--- src/rtl/mob_pkg.sv ---
`default_nettype none
// =============================================================================
// Module   : mob_pkg
// Purpose  : Shared constants, hit-entry layout and FSM encoding for the
//            motion-object line fetcher.
// Revision : 1.0 - initial release
// =============================================================================
package mob_pkg;

    localparam logic [2:0] MOB_BASE = 3'b111;

    localparam logic [1:0] OFS_VPOS = 2'd0;
    localparam logic [1:0] OFS_PIC  = 2'd1;
    localparam logic [1:0] OFS_COL  = 2'd2;
    localparam logic [1:0] OFS_XPOS = 2'd3;

    localparam int PIC_W  = 8;
    localparam int COL_W  = 3;
    localparam int XPOS_W = 8;
    localparam int ROW_W  = 4;
    localparam int HIT_W  = PIC_W + COL_W + XPOS_W + ROW_W;

    typedef struct packed {
        logic [PIC_W-1:0]  picture;
        logic [COL_W-1:0]  color;
        logic [XPOS_W-1:0] xpos;
        logic [ROW_W-1:0]  row;
    } hit_t;

    typedef enum logic [2:0] {
        ST_IDLE = 3'd0,
        ST_RD   = 3'd1,
        ST_CAP  = 3'd2,
        ST_PUSH = 3'd3,
        ST_DONE = 3'd4
    } state_t;

endpackage
`default_nettype wire

--- src/rtl/mob_hit_fifo.sv ---
`default_nettype none
// =============================================================================
// Module   : mob_hit_fifo
// Purpose  : First-word fall-through hit queue with synchronous flush.
// Revision : 1.0 - initial release
// =============================================================================
module mob_hit_fifo #(
    parameter int DEPTH = 8,
    parameter int WIDTH = 23
) (
    input  logic             clk,
    input  logic             RESETn,
    input  logic             flush,
    input  logic             push,
    input  logic [WIDTH-1:0] push_data,
    input  logic             pop,
    output logic [WIDTH-1:0] head,
    output logic             full,
    output logic             empty
);

    localparam int c_AW = (DEPTH > 1) ? $clog2(DEPTH) : 1;
    localparam int c_CW = $clog2(DEPTH + 1);
    localparam logic [c_AW-1:0] c_LAST_PTR = c_AW'(DEPTH - 1);

    logic [WIDTH-1:0] r_mem [DEPTH];
    logic [c_AW-1:0]  r_rd_ptr;
    logic [c_AW-1:0]  r_wr_ptr;
    logic [c_CW-1:0]  r_count;
    logic             w_pop;
    logic             w_push;

    function automatic logic [c_AW-1:0] next_ptr(input logic [c_AW-1:0] ptr);
        return (ptr == c_LAST_PTR) ? '0 : ptr + 1'b1;
    endfunction

    assign empty  = (r_count == '0);
    assign full   = (r_count == c_CW'(DEPTH));
    assign w_pop  = pop && !empty;
    // A pop in the same cycle frees the slot a push into a full queue needs.
    assign w_push = push && (!full || w_pop);
    assign head   = r_mem[r_rd_ptr];

    always_ff @(posedge clk or negedge RESETn) begin
        if (!RESETn) begin
            for (int i = 0; i < DEPTH; i++) begin
                r_mem[i] <= '0;
            end
            r_rd_ptr <= '0;
            r_wr_ptr <= '0;
            r_count  <= '0;
        end else if (flush) begin
            r_rd_ptr <= '0;
            r_wr_ptr <= '0;
            r_count  <= '0;
        end else begin
            if (w_push) begin
                r_mem[r_wr_ptr] <= push_data;
                r_wr_ptr        <= next_ptr(r_wr_ptr);
            end
            if (w_pop) begin
                r_rd_ptr <= next_ptr(r_rd_ptr);
            end
            if (w_push && !w_pop) begin
                r_count <= r_count + 1'b1;
            end else if (w_pop && !w_push) begin
                r_count <= r_count - 1'b1;
            end
        end
    end

endmodule
`default_nettype wire

--- src/rtl/mob_line_fetch.sv ---
`default_nettype none
// =============================================================================
// Module   : mob_line_fetch
// Purpose  : Per-scanline motion-object descriptor walker feeding a hit queue.
// Revision : 1.0 - initial release
// =============================================================================
module mob_line_fetch #(
    parameter int NUM_OBJ  = 32,
    parameter int MAX_HITS = 8,
    parameter int OBJ_H    = 16
) (
    input  logic        clk,
    input  logic        RESETn,
    input  logic        hstart,
    input  logic [7:0]  vline,
    input  logic        buf_sel,
    input  logic        B2H,
    output logic [10:0] wram_addr,
    input  logic [7:0]  wram_data,
    output logic        hit_valid,
    output logic [22:0] hit_data,
    input  logic        hit_pop,
    output logic        scan_done,
    output logic        overflow
);

    import mob_pkg::*;

    localparam logic [4:0] c_LAST_OBJ = 5'(NUM_OBJ - 1);
    localparam int         c_ROW_SH   = $clog2(OBJ_H);

    state_t      r_state;
    logic [4:0]  r_obj;
    logic [1:0]  r_byte;
    logic        r_buf_sel_q;
    logic [7:0]  r_vline_q;
    hit_t        r_hit;
    logic        r_scan_done;
    logic        r_overflow;

    logic [7:0]  w_diff;
    logic        w_hit;
    logic        w_last;
    logic        w_push;
    logic        w_pop_req;
    logic        w_fifo_full;
    logic        w_fifo_empty;

    assign w_diff    = r_vline_q - wram_data;
    assign w_hit     = ((w_diff >> c_ROW_SH) == 8'd0);
    assign w_last    = (r_obj == c_LAST_OBJ);
    assign w_pop_req = hit_pop && hit_valid;
    assign w_push    = (r_state == ST_PUSH) && !hstart;

    assign wram_addr = {MOB_BASE, r_buf_sel_q, r_obj, r_byte};
    assign hit_valid = !w_fifo_empty;
    assign scan_done = r_scan_done;
    assign overflow  = r_overflow;

    mob_hit_fifo #(
        .DEPTH (MAX_HITS),
        .WIDTH (HIT_W)
    ) u_hit_fifo (
        .clk       (clk),
        .RESETn    (RESETn),
        .flush     (hstart),
        .push      (w_push),
        .push_data (r_hit),
        .pop       (hit_pop),
        .head      (hit_data),
        .full      (w_fifo_full),
        .empty     (w_fifo_empty)
    );

    always_ff @(posedge clk or negedge RESETn) begin
        if (!RESETn) begin
            r_state     <= ST_IDLE;
            r_obj       <= '0;
            r_byte      <= '0;
            r_buf_sel_q <= 1'b0;
            r_vline_q   <= '0;
            r_hit       <= '0;
            r_scan_done <= 1'b0;
            r_overflow  <= 1'b0;
        end else if (hstart) begin
            r_state     <= ST_RD;
            r_obj       <= '0;
            r_byte      <= '0;
            r_buf_sel_q <= buf_sel;
            r_vline_q   <= vline;
            r_scan_done <= 1'b0;
            r_overflow  <= 1'b0;
        end else begin
            case (r_state)
                ST_RD: begin
                    // While the CPU owns the RAM the same address is re-issued.
                    if (!B2H) begin
                        r_state <= ST_CAP;
                    end
                end
                ST_CAP: begin
                    case (r_byte)
                        OFS_VPOS: begin
                            if (w_hit) begin
                                r_hit.row <= w_diff[ROW_W-1:0];
                                r_byte    <= OFS_PIC;
                                r_state   <= ST_RD;
                            end else if (w_last) begin
                                r_state     <= ST_DONE;
                                r_scan_done <= 1'b1;
                            end else begin
                                r_obj   <= r_obj + 1'b1;
                                r_state <= ST_RD;
                            end
                        end
                        OFS_PIC: begin
                            r_hit.picture <= wram_data;
                            r_byte        <= OFS_COL;
                            r_state       <= ST_RD;
                        end
                        OFS_COL: begin
                            r_hit.color <= wram_data[COL_W-1:0];
                            r_byte      <= OFS_XPOS;
                            r_state     <= ST_RD;
                        end
                        default: begin
                            r_hit.xpos <= wram_data;
                            r_state    <= ST_PUSH;
                        end
                    endcase
                end
                ST_PUSH: begin
                    if (w_fifo_full && !w_pop_req) begin
                        r_overflow <= 1'b1;
                    end
                    r_byte <= OFS_VPOS;
                    if (w_last) begin
                        r_state     <= ST_DONE;
                        r_scan_done <= 1'b1;
                    end else begin
                        r_obj   <= r_obj + 1'b1;
                        r_state <= ST_RD;
                    end
                end
                ST_IDLE, ST_DONE: begin
                    r_state <= r_state;
                end
                default: begin
                    r_state <= ST_IDLE;
                end
            endcase
        end
    end

endmodule
`default_nettype wire
--- config.mk ---
export PLATFORM = sky130hd
export DESIGN_NAME = mob_line_fetch
export DESIGN_NICKNAME = d
export VERILOG_FILES = /design/src/rtl/mob_pkg.sv /design/src/rtl/mob_hit_fifo.sv /design/src/rtl/mob_line_fetch.sv
export SDC_FILE = /design/constraint.sdc
export NUM_CORES = 1
export LEC_CHECK = 0
export BUFFER_PORTS_ARGS = -buffer_cell sky130_fd_sc_hd__buf_4
export CAP_MARGIN = 15
export CORE_UTILIZATION = 40
export CTS_CLUSTER_SIZE = 25
export DETAILED_ROUTE_END_ITERATION = 7
export SYNTH_ARGS = -nofsm -noshare
export SYNTH_HDL_FRONTEND = slang
export SYNTH_SLANG_ARGS = --single-unit
export TNS_END_PERCENT = 30
--- constraint.sdc ---
create_clock -name clk -period 3.35 [get_ports clk]
set_input_delay 0.1675 -clock clk [delete_from_list [all_inputs] [get_ports clk]]
set_output_delay 0.1675 -clock clk [all_outputs]
set_load 0.02 [all_outputs]
Yosys cells after proc, flatten, opt, wreduce, memory -nomap -nowiden
Cells that the tools add are included.
Word-level totals
  input port bits: 22
  logic and storage cells: 124
  memory bits (read-only): 0
  memories kept: 0
  output and inout bits: 37
  latch bits: 0
  register bits: 238
  RAM bits: 0
Operators by class
  add/subtract/negate cells: 6
  div/mod/pow operators: 0
  magnitude comparators: 3
  equal/unequal tests: 16
  bitwise logic cells: 4
  reduce and logical (&&, ||, !) cells: 35
  shift operators: 0
  multiplexer cells: 38
  multiply operators: 0
Operators by type and width (count)
  bitwise mux 184 bit: 1
  binary-select mux 23 bit (select 3 bit): 1
  demux 23 bit (select 3 bit): 1
  two-way mux 23 bit: 3
  two-way mux 3 bit: 10
  two-way mux 5 bit: 4
  AND reduction 3 bit: 5
  two-way mux 4 bit: 3
  one-hot mux 3 bit (4 select lines): 1
  one-hot mux 5 bit (2 select lines): 1
  == test 3 bit, second input constant: 3
  greater-or-equal comparator 4 bit, second input constant: 2
  zero test 8 bit: 1
  inverter 3 -> 4 bit: 2
  nonzero test 2 bit: 4
  subtractor 8 bit: 1
  logical AND 1 bit: 7
  two-way mux 1 bit: 7
  adder 3 x 1 -> 3 bit, second input constant: 2
  == test 3 x 2 -> 1 bit, second input constant: 2
  != test 3 bit, second input constant: 2
  one-hot mux 2 bit (3 select lines): 1
  one-hot mux 3 bit (2 select lines): 1
  AND reduction 2 bit: 3
  other kinds (26): 34

Depth between registers and ports, before layout
  word-level depth: 10
  depth in mapped cells: 12

Modules after synthesis
From an unflattened synthesis, not the netlist that was laid out.
Second synthesis, totals
  cells, all modules: 783
  area total of the unflattened synthesis: 11486.0 µm²
By module, submodules not included
  mob_hit_fifo: instances 1, sequential area each 4854.7 µm², cells an instance 554, area an instance 9156.3 µm²
  mob_line_fetch: instances 1, sequential area each 1101.1 µm², cells an instance 229, area an instance 2329.7 µm²

Worst setup path after synthesis
Ideal clock, no wire load.
  kind: reg2reg
  start: register u_hit_fifo.r_count[0]
  end: register u_hit_fifo.r_count[3]
  clock period less this slack: 2.603 ns
  slack: 0.747 ns
  data arrival time: 2.471 ns
  stages on the path, launching flop included: 11
  path through: dfrtp_1 -> or4_1 -> nand2_1 -> nand2_1 -> ha_1 -> a21o_1 -> a21oi_1 -> nand4_1 -> o21ai_0 -> xnor2_1 -> nor2_1
On the way
  word-level cells in the longest chain between the ends: 8
Ends and longest elaborated chain
  from (decl): line mob_hit_fifo.sv:29  | logic [c_CW-1:0] r_count;
  from (signal assigned): line mob_hit_fifo.sv:65  | r_count <= r_count + 1'b1;
  from (signal assigned): line mob_hit_fifo.sv:67  | r_count <= r_count - 1'b1;
  zero test 4 bit *: line mob_hit_fifo.sv:37  | assign empty = (r_count == '0);
  zero test 1 bit *
  named net hit_valid: line mob_line_fetch.sv:20  | output logic hit_valid,
  logical AND 1 bit *: line mob_hit_fifo.sv:39  | assign w_pop = pop && !empty;
  logical OR 1 bit: line mob_hit_fifo.sv:41  | assign w_push = push && (!full || w_pop);
  logical AND 1 bit: line mob_hit_fifo.sv:41
  logical AND 1 bit or zero test 1 bit (tied branches): line mob_hit_fifo.sv:64, mob_hit_fifo.sv:66
  two-way mux 4 bit or logical AND 1 bit (tied branches): line mob_hit_fifo.sv:64, mob_hit_fifo.sv:66
  two-way mux 4 bit or nonzero test 3 bit (tied branches)
The timed path passes the listed nets; every way through them passes the cells marked *. The select of a mux whose other input is x is not followed.
A chain may end at the register's enable or synchronous reset.

Worst setup path after layout
  start: register u_hit_fifo.r_rd_ptr[0]
  end: output hit_data[22]
On the way
  word-level cells in the longest chain between the ends: 4
Ends and longest elaborated chain
  from (decl): line mob_hit_fifo.sv:27  | logic [c_AW-1:0] r_rd_ptr;
  from (signal assigned): line mob_hit_fifo.sv:62  | r_rd_ptr <= next_ptr(r_rd_ptr);
  inverter 3 -> 4 bit (implied by the code): line mob_hit_fifo.sv:42  | assign head = r_mem[r_rd_ptr];
  binary-select mux 23 bit (select 3 bit): line mob_hit_fifo.sv:42
  two-way mux 23 bit (implied by the code) (2 in series): line mob_hit_fifo.sv:42
  to (decl): line mob_line_fetch.sv:21  | output logic [22:0] hit_data,
Every way passes these cells. The select of a mux whose other input is x is not followed.

==> results.yml <==
run_status:
  status: "completed"
critical_path:
  r2r_slack_ns: 0.54
  critical_path.endpoint: "hit_data[22]"
  ff2ff_path_depth: 8
  critPathLaunchType: "register"
  critPathLaunch: "u_hit_fifo.r_rd_ptr[0]"
  slowest_delay_ns: 0.84
  worstSetupPathType: "register to primary output"
  crit_fanout: 30
  worstPathArrival_ns: 2.75
  worst-endpoint-required_ns: 3.18
  r2r-end: "r_hit[3]"
  crit_top_cell: "buf_4"
  r2r-start: "r_vline_q[2]"
  critPathSlowestCell: "dfrtp_4"
  critPathCaptureType: "primary output"
  crit_chain: "buf_4 -> mux4_2 -> mux2_2 -> buf_4"
clocking:
  ctsLongestPathBuffers: 3
  clock_latency_ns: 0.53
  cts_buffers: 26
  ctsRootBufferMaster: "clkbuf_16"
  htree_levels: 1
  cts_tree: "yes"
  cts.sinks: 238
  clk_pin_slew_ns: 0.06
logic_synthesis:
  synth_top_cells_by_area: "dfrtp_1 (53%), mux2_2 (20%), mux4_2 (9.3%), ha_1 (2.1%), mux2_4 (1.3%)"
  ys_types: 56
  ys.flop_type: "dfrtp_1"
  synthArstFlopShare_pct: 100
  synth_seq_cells: 238
  synth_compound_area_share_pct: 3.61
  synth-simple-area-share_pct: 5.25
  synth_top_cell_area_share_pct: 53.5
  yosys_warnings: 0
  synth_edf_count: 0
  synth_adder_area_share_pct: 2.49
  yosysTopAreaCell: "dfrtp_1"
  synth-seq-area-share_pct: 53.5
  synthXorXnorAreaFrac_pct: 0.629
  syn-instance-count: 765
  synth.cell_area_mm2: 0.0111
  synth_top_family_by_area: "multiplexers"
  synthMuxAreaShare_pct: 31.8
  postSynthAreaPerCell_um2: 14.6
power:
  combPwrFrac_pct: 16.7
  swShare_pct: 27.5
  p_leak_uw: 0.00619
  power.density_mw_per_mm2: 590
  p_int_uw: 5590
  total_power_uw: 7710
  ir_worst_vdd_v: 0.000393
  seqPwrFrac_pct: 43.8
  p_clk_share_pct: 39.5
  p_switching_uw: 2120
placed_design:
  pre_cts_slack_ns: 0.561
  io_buffers: 55
  globalplace.congestion: 0.711
  dp_hpwl_um: 14600
global_route:
  grt_pass1_vias: 7145
  busiest_layer: "met2"
  grt_overflow_total: 0
  grt.met3_usage_pct: 2.67
  met1_usage_pct: 26.0
  antenna_found_initial: 0
  grt_max_degree: 90
  grt_use_met2_pct: 29.8
  grtUsageTotal_pct: 18.3
  grt_first_pass_wirelength_um: 40600
drt:
  wl_per_cell_um: 20.0
  drtPass1Iterations: 4
  drt_iter0_markers: 379
  dr_total_vias: 6588
  ant_nets: 0
  wl_um: 24600
  via_per_inst: 5.35
  drc: 0
timing:
  fin_skew_ns: 0.0177
  max_clock_freq_ghz: 0.343
  final.min_clock_period_ns: 2.92
  hold_viol: 0
  finalSetupViolations: 0
  hold_ws_ns: 0.0387
  slew_violations: 0
  rsz0062_at_grt: "no"
  worst_pin_slew_ns: 0.715
  finalCritPeriodShare_pct: 87.1
  finalSetupTns_ns: 0
  finalWorstSetupSlack_ns: 0.432
  maxSlewHeadroom_pct: 52.3
die:
  die_y_um: 169
  coreArea_mm2: 0.0271
  die-area_mm2: 0.0285
  chipWidth_um: 169
  fp-row-count: 60
  start_util_pct: 41.1
  ioPinCount: 59
cells_and_area:
  n_antenna_cell: 0
  nets: 884
  drive_gt1_share_pct: 45.1
  fillers: 2382
  area_delta_synth_final_pct: 17.4
  multi_input_area_mm2: 0.00489
  seq_area_mm2: 0.00596
run:
  maxCapViolCount: 0
min_path:
  min_path_type: "primary input to register"
registers in the layout (all words and copies together) (netlist names), 3 cells and up:
register             cells
u_hit_fifo.r_wr_ptr      3
u_hit_fifo.r_mem       184
u_hit_fifo.r_rd_ptr      3
r_state                  3
u_hit_fifo.r_count       4
r_vline_q                8
r_hit                   23
r_obj                    5
power groups by stage:
| stage | logic (uW) | registers (uW) | clock network (uW) |
|---|---|---|---|
| after floorplan | 951 | 3250 | 0 |
| after global placement | 1270 | 3430 | 0 |
| after detailed placement | 1290 | 3430 | 0 |
| after CTS | 1310 | 3380 | 3120 |
| after global routing | 1410 | 3430 | 3230 |
| final | 1290 | 3370 | 3050 |
repair_timing:
action	in CTS	in global routing
buffers inserted	0	0
hold endpoints to repair	106	0
endpoints found under the setup margin	0	0
hold buffers	16	0
resized for setup	0	0
worst max-delay path, delay by kind of cell (launching register included):
family | cells | cell delay (ns)
flip-flops | 1 | 0.84
buffers and inverters | 2 | 0.53
multiplexers | 2 | 0.84
synthesized netlist by cell type (2+ instances only):
cell	count
nand2_1	38
xnor2_1	7
buf_1	10
nor4b_4	2
o21ai_0	30
or4_1	2
nand3b_1	4
nand3_1	5
buf_4	7
and3_1	2
nand4_1	3
mux2_2	201
a21oi_1	15
dfrtp_1	238
a31oi_1	3
nand4b_1	2
mux2_4	10
nor3_1	5
buf_2	7
mux2i_1	7
o21a_1	3
ha_1	19
inv_1	15
fa_1	2
nor2b_1	6
mux2_1	2
a21o_1	3
mux4_2	46
nor3b_1	3
clkbuf_1	16
buf_6	5
nor2_1	21
nand2b_1	3
per-layer routing:
metal	vias to the layer above	wire length, um
met1	3471	11800
met2	111	11500
met4	0	473
met5	-	0
li1	2965	-
met3	41	889
through the flow:
| stage | utilization [%] | instances | cell area, um2 |
|---|---|---|---|
| after floorplan | - | 767 | 11100 |
| after global placement | 44.2 | 1169 | 12000 |
| after detailed placement | 44.2 | 1169 | 12000 |
| after CTS | 48.2 | 1231 | 13100 |
| after global routing | 48.2 | 1231 | 13100 |
| final | 48.2 | 1231 | 13100 |
cell usage in the layout (no fill, tap or decap), types with 16 or more instances in the layout:
cell type	count
buf_4	71
clkbuf_16	27
dfrtp_1	236
dlygate4sd3_1	16
ha_1	19
mux2_2	201
mux4_2	46
nand2_1	38
nor2_1	21
o21ai_0	30
logic make-up (layout without fill, tap and decap cells):
kind of cell | count (synthesis) | count (layout)
AO/OA/AOI/OAI | 67 | 67
XOR/XNOR | 8 | 8
adder cells (fa/ha/maj) | 21 | 21
buffers and inverters | 60 | 152
flip-flops | 238 | 238
multiplexers | 266 | 266
other | 1 | 3
AND/OR/NAND/NOR | 104 | 104
final cells by class:
type                            instances  share of cell area, %
Tap cell                              372                   3.56
Sequential cell                       238                   45.6
Clock inverter                          8                  0.900
Clock buffer                           38                   6.18
Multi-Input combinational cell        469                   37.4
Inverter                               15                  0.431
Timing Repair Buffer                   91                   5.88
worst min path at each step:
stage	startpoint	endpoint	slack (ns)	cells past startpoint
6_report	wram_data[3]	r_hit[18]	0.04	3
5_1_grt	wram_data[3]	r_hit[18]	0.06	3
4_1_cts	wram_data[5]	r_hit[20]	0.04	3
3_5_place_dp	RESETn	u_hit_fifo.r_mem[83]	0.24	1
3_3_place_gp	RESETn	u_hit_fifo.r_mem[83]	0.24	1
2_1_floorplan	RESETn	overflow	-0.13	0
Note: power is estimated with default switching activity, not from simulation.
